**src/rtl/uart_tx_arbiter.sv**
```systemverilog
`default_nettype none
// ============================================================================
// Module   : uart_tx_arbiter
// Purpose  : Round-robin arbiter that shares the single Uart write port
//            between NUM_REQ byte requesters. It presents one byte, holds it
//            until the Uart reports busy, acks the owner, then waits for the
//            frame to drain before it arbitrates again.
// Options  : UART_TX_ARB_LOCK_EN - packet lock (owner keeps the port until
//            it presents a byte flagged with req_last_i)
// Revision : 1.0 - initial release
// ============================================================================
module uart_tx_arbiter #(
  parameter int NUM_REQ       = 4,
  parameter int DATA_WIDTH    = 8,
  parameter int START_TIMEOUT = 64
) (
  input  logic                          clock_i,
  input  logic                          reset_i,
  input  logic [NUM_REQ-1:0]            req_i,
  input  logic [NUM_REQ*DATA_WIDTH-1:0] req_data_i,
  input  logic [NUM_REQ-1:0]            req_last_i,
  output logic [NUM_REQ-1:0]            req_ack_o,
  output logic [NUM_REQ-1:0]            grant_o,
  output logic                          error_o,
  output logic                          uart_write_o,
  output logic [DATA_WIDTH-1:0]         uart_data_o,
  input  logic                          uart_write_busy_i
);

  localparam int IDX_W = $clog2(NUM_REQ);
  localparam int TMR_W = $clog2(START_TIMEOUT);
  localparam logic [IDX_W-1:0] C_LAST_RST = IDX_W'(NUM_REQ - 1);
  localparam logic [TMR_W-1:0] C_TMR_MAX  = TMR_W'(START_TIMEOUT - 1);

  typedef enum logic [1:0] {
    S_IDLE  = 2'd0,
    S_ISSUE = 2'd1,
    S_DRAIN = 2'd2
  } state_t;

  state_t                r_state;
  state_t                w_state_nxt;
  logic [IDX_W-1:0]      r_idx;
  logic [IDX_W-1:0]      w_idx_nxt;
  logic [IDX_W-1:0]      r_last;
  logic [IDX_W-1:0]      w_last_nxt;
  logic [TMR_W-1:0]      r_timer;
  logic [TMR_W-1:0]      w_timer_nxt;
  logic                  w_write_nxt;
  logic [DATA_WIDTH-1:0] w_data_nxt;
  logic [NUM_REQ-1:0]    w_grant_nxt;
  logic [NUM_REQ-1:0]    w_ack_nxt;
  logic                  w_error_nxt;

  // Arbitration result
  logic                  w_found;
  logic [IDX_W-1:0]      w_win;
  logic [IDX_W-1:0]      w_k;
  logic                  w_pick_valid;
  logic [IDX_W-1:0]      w_pick_idx;
  logic [DATA_WIDTH-1:0] w_pick_data;

`ifdef UART_TX_ARB_LOCK_EN
  logic r_lock;
  logic w_lock_nxt;
`else
  // Packet framing is not used when the lock is compiled out
  logic w_unused_last;
  assign w_unused_last = ^req_last_i;
`endif

  // Round-robin scan starting just after the last served requester, then lock override
  always_comb begin
    w_found      = 1'b0;
    w_win        = '0;
    w_k          = '0;
    w_pick_data  = '0;
    for (int off = 1; off <= NUM_REQ; off++) begin
      w_k = IDX_W'((int'(r_last) + off) % NUM_REQ);
      if (!w_found && req_i[w_k]) begin
        w_found = 1'b1;
        w_win   = w_k;
      end
    end
    w_pick_valid = w_found;
    w_pick_idx   = w_win;
`ifdef UART_TX_ARB_LOCK_EN
    // A locked owner that still requests is re-granted without arbitration
    if (r_lock && req_i[r_idx]) begin
      w_pick_valid = 1'b1;
      w_pick_idx   = r_idx;
    end
`endif
    for (int k = 0; k < NUM_REQ; k++) begin
      if (w_pick_idx == IDX_W'(k)) begin
        w_pick_data = req_data_i[k*DATA_WIDTH +: DATA_WIDTH];
      end
    end
  end

  // Next-state and registered-output decode
  always_comb begin
    w_state_nxt = r_state;
    w_idx_nxt   = r_idx;
    w_last_nxt  = r_last;
    w_timer_nxt = r_timer;
    w_write_nxt = uart_write_o;
    w_data_nxt  = uart_data_o;
    w_grant_nxt = grant_o;
    w_ack_nxt   = '0;
    w_error_nxt = 1'b0;
`ifdef UART_TX_ARB_LOCK_EN
    w_lock_nxt  = r_lock;
`endif
    case (r_state)
      S_IDLE: begin
`ifdef UART_TX_ARB_LOCK_EN
        // Owner released its request mid-packet: drop the lock
        if (r_lock && !req_i[r_idx]) begin
          w_lock_nxt = 1'b0;
        end
`endif
        if (w_pick_valid) begin
          w_idx_nxt   = w_pick_idx;
          w_data_nxt  = w_pick_data;
          w_write_nxt = 1'b1;
          w_grant_nxt = NUM_REQ'(1) << w_pick_idx;
          w_timer_nxt = '0;
          w_state_nxt = S_ISSUE;
        end
      end
      S_ISSUE: begin
        if (uart_write_busy_i) begin
          w_write_nxt = 1'b0;
          w_ack_nxt   = NUM_REQ'(1) << r_idx;
`ifdef UART_TX_ARB_LOCK_EN
          w_lock_nxt  = ~req_last_i[r_idx];
`endif
          w_state_nxt = S_DRAIN;
        end else if (r_timer == C_TMR_MAX) begin
          // Uart never started: abort without ack, let the next scan pass over this owner
          w_write_nxt = 1'b0;
          w_error_nxt = 1'b1;
          w_last_nxt  = r_idx;
          w_grant_nxt = '0;
`ifdef UART_TX_ARB_LOCK_EN
          w_lock_nxt  = 1'b0;
`endif
          w_state_nxt = S_IDLE;
        end else begin
          w_timer_nxt = r_timer + TMR_W'(1);
        end
      end
      S_DRAIN: begin
        if (!uart_write_busy_i) begin
          w_last_nxt  = r_idx;
          w_grant_nxt = '0;
          w_state_nxt = S_IDLE;
        end
      end
      default: begin
        w_state_nxt = S_IDLE;
      end
    endcase
  end

  // State register
  always_ff @(posedge clock_i) begin
    if (reset_i) begin
      r_state <= S_IDLE;
    end else begin
      r_state <= w_state_nxt;
    end
  end

  // Datapath and output registers
  always_ff @(posedge clock_i) begin
    if (reset_i) begin
      r_idx        <= '0;
      r_last       <= C_LAST_RST;
      r_timer      <= '0;
      uart_write_o <= 1'b0;
      uart_data_o  <= '0;
      grant_o      <= '0;
      req_ack_o    <= '0;
      error_o      <= 1'b0;
    end else begin
      r_idx        <= w_idx_nxt;
      r_last       <= w_last_nxt;
      r_timer      <= w_timer_nxt;
      uart_write_o <= w_write_nxt;
      uart_data_o  <= w_data_nxt;
      grant_o      <= w_grant_nxt;
      req_ack_o    <= w_ack_nxt;
      error_o      <= w_error_nxt;
    end
  end

`ifdef UART_TX_ARB_LOCK_EN
  // Packet lock register
  always_ff @(posedge clock_i) begin
    if (reset_i) begin
      r_lock <= 1'b0;
    end else begin
      r_lock <= w_lock_nxt;
    end
  end
`endif

endmodule
`default_nettype wire

```
**config.mk**
```make
export PLATFORM = sky130hd
export DESIGN_NAME = uart_tx_arbiter
export DESIGN_NICKNAME = d
export VERILOG_FILES = /design/src/rtl/uart_tx_arbiter.sv
export SDC_FILE = /design/constraint.sdc
export NUM_CORES = 1
export LEC_CHECK = 0
export ABC_AREA = 1
export BUFFER_PORTS_ARGS = -buffer_cell sky130_fd_sc_hd__buf_2
export CAP_MARGIN = 20
export CORE_UTILIZATION = 45
export CTS_CLUSTER_SIZE = 25
export DETAILED_ROUTE_END_ITERATION = 12
export MAX_ROUTING_LAYER = met4
export PLACE_DENSITY = 0.77
export SETUP_SLACK_MARGIN = 0.1
export SLEW_MARGIN = 5
export SYNTH_ARGS = -nofsm -noshare
export SYNTH_HDL_FRONTEND = slang
export SYNTH_SLANG_ARGS = --single-unit
```
**constraint.sdc**
```tcl
create_clock -name clock_i -period 1.83 [get_ports clock_i]
set_input_delay 0 -clock clock_i [delete_from_list [all_inputs] [get_ports clock_i]]
set_output_delay 0 -clock clock_i [all_outputs]
set_load 0.01 [all_outputs]
```
==> impl_metrics.ini <==
[routing]
num_vias = 2175
wl_per_cell_um = 14.8
first_iter_violations = 119
dr.pass1.iters = 5
postRouteAntennaNets = 0
routed_wirelength_um = 5970
via_per_inst = 5.38
drc = 0

[timing]
skew_ns = 0.00901
setup_viol = 16
fmax_ghz = 0.488
min_period_ns = 2.05
worst_slack_ns = -0.219
grt_setup_unrepaired = yes
final_hold_viol_count = 0
min_period_over_period = 1.12
holdWs_ns = 0.0726
relSlewSlack = 0.766
worstMarginPinSlew_ns = 0.349
slew_violations = 0

[worst_setup_path]
cp.required_ns = 2.01
cp-end-kind = register
crit_path_max_fanout = 8
path_cells = buf_12 > inv_16 > nand2_8 > nand2_1 > nand2_2 > nand2_4 > nor2_8 > buf_6 > nand4_4 > nand2_4 > inv_4 > nand3_4 > buf_6 > nor2_4 > a21oi_2 > nor3_1
crit_type = register to register
cp-start-kind = register
cp.arrival_ns = 2.23
crit_path_top_delay_cell = dfxtp_2
max_stage_delay_ns = 0.33

[global_routing]
grt-ovfl-total = 0
grt_pass1_wl_um = 8950
grt_max_degree = 17
grt_pass1_vias = 2026
groute.usage.overall = 0.276
antenna_found_initial = 0

[pwr]
cellLeakagePower_nw = 1.40
vdd_drop_max_mv = 0.933
power_density_nw_per_um2 = 1630

[finish]
num-nets-final = 403
layout-drive-gt1-share = 0.508
areaGrowthSynthToFinish_pct = 56.9
antenna_cells = 0
final-instance-count-excl-fill = 404

[clock_network]
clk_pin_slew_ns = 0.07
root_buffer = clkbuf_8
cts.sinks = 30
worstSkewPairLatency_ns = 0.29
cts_max_path_buffers = 2
h-tree-depth = 2
numCtsBuffers = 5
cts_tree = yes

[status]
status = complete, but fails checks
violations = negative setup slack

[floorplan]
core_um2 = 3800
ios = 61
start_util = 0.484
dieArea_um2 = 4340
fp.dieH_um = 65.9
rows = 22
die_x_um = 65.9

[worst_hold_path]
hold_class = input port to register

[placed_design]
dpl.cell_count = 386
gp_congestion = 0.938
portBuffers = 56
dpl.hpwl_um = 3470

[yosys]
ys_async_sr_fraction = 0
postSynthAreaPerCell_um2 = 7.04
synth_ff_type = dfxtp_1
yosysSeqAreaShare = 0.327
synth-edff-count = 0
yosysWarnings = 0
syn_nets = 308
syn_inst = 261
yosysUniqueCellTypes = 33
synth-seq-cells = 30
syn_area_um2 = 1840

[flow_run]
cap_violations = 0
[power breakdown]
group          switching, mW  internal [mW]
Combinational           1.89           1.37
Sequential             0.107          0.827
Clock                  0.251          0.254
Total                   2.25           2.45
[registers in the layout, indices dropped and copies added, names as in the netlist, 2 cells and up]
register     cells
grant_o          4
uart_data_o      8
r_last           2
r_idx            2
r_state          2
r_timer          6
req_ack_o        4
[final timing paths]
kind,startpoint,end,slack [ns],depth (start not counted)
min,req_data_i[27],uart_data_o[3],0.07,3
min reg2reg,grant_o[0],grant_o[0],0.46,2
max,r_last[0],r_timer[4],-0.22,16
max reg2reg,r_last[0],r_timer[4],-0.22,16
[worst max-delay path, delay by kind of cell, from the launching register on]
family	cells	cell delay (ns)
AO/OA/AOI/OAI	1	0.07
flip-flops	1	0.33
buffers and inverters	5	0.55
AND/OR/NAND/NOR	10	0.99
[stage by stage]
stage / util / setup TNS (ns) / area [um^2] / setup WS (ns) / total power, mW
after floorplan: - / 0 / 1840 / 0.113 / 2.56
after global placement: 0.619 / -0.155 / 2350 / -0.0298 / 3.35
after detailed placement: 0.619 / -0.484 / 2350 / -0.0782 / 3.40
after CTS: 0.706 / 0 / 2680 / 0.00146 / 4.30
after global routing: 0.759 / -2.88 / 2880 / -0.288 / 4.99
final: 0.759 / -1.45 / 2880 / -0.219 / 4.69
[layout make-up]
class | count | area, um^2
Inverter | 31 | 144
Clock inverter | 2 | 10.0
Timing Repair Buffer | 92 | 607
Sequential cell | 30 | 603
Multi-Input combinational cell | 196 | 1390
Clock buffer | 5 | 68.8
Fill cell | 269 | 917
Tap cell | 48 | 60.1
[synth_stat cells, types with 4 or more instances]
cell,instances,area share
inv_1,23,0.047
dfxtp_1,30,0.33
o21ai_0,14,0.038
nand2_1,67,0.14
a21oi_1,17,0.046
nand4_1,7,0.024
a21oi_2,6,0.029
nand3_1,27,0.074
ha_1,4,0.027
nand2_2,13,0.044
nor3_1,4,0.011
inv_2,5,0.010
nor2_1,12,0.025
[per-layer routing]
| metal | global-route usage | routed length (um) |
|---|---|---|
| met1 | 0.306 | 2340 |
| met2 | 0.466 | 2990 |
| met3 | 0.0569 | 379 |
| met4 | 0.141 | 263 |
| met5 | - | 0 |
[cell usage in the layout, fill, tap and decap left out, types with 2 or more instances in the layout]
master | Yosys | layout
a21oi_1 | 17 | 16
dfxtp_2 | 0 | 2
o21ai_1 | 3 | 4
buf_4 | 1 | 23
nand2_8 | 1 | 4
buf_6 | 2 | 11
nand4_1 | 7 | 7
nand2_2 | 13 | 15
nand3_1 | 27 | 23
nor2_2 | 2 | 2
nand2_1 | 67 | 47
clkinv_2 | 0 | 3
ha_1 | 4 | 3
inv_2 | 5 | 3
clkbuf_8 | 0 | 5
dfxtp_1 | 30 | 28
a21oi_2 | 6 | 7
nand2_4 | 3 | 19
o21ai_0 | 14 | 8
o211ai_1 | 2 | 2
inv_1 | 23 | 21
nor3_1 | 4 | 3
nand3_2 | 1 | 3
o21ai_2 | 0 | 5
inv_4 | 0 | 4
nand3_4 | 1 | 3
nor2_1 | 12 | 8
buf_2 | 1 | 56
nor2_4 | 1 | 6
nor2_8 | 2 | 2
nand4_4 | 0 | 2
[timing repair]
action | 4_1_cts | 5_1_grt
hold buffers | 1 | 0
cloned | 1 | 1
pin swaps | 17 | 19
endpoints found under the setup margin | 18 | 24
gates resized for setup | 56 | 41
hold endpoints to repair | 1 | 0
buffers inserted | 3 | 7
[cells by family (layout without fill, tap and decap cells)]
group | after synthesis | in the layout | share of synthesized area
AOI/OAI and AO/OA | 46 | 46 | 0.146
adders and majority gates | 4 | 4 | 0.0272
buffers and inverters | 37 | 130 | 0.0892
and+or+nand+nor | 144 | 146 | 0.411
DFF | 30 | 30 | 0.327
Power figures use the tool's default switching activity.
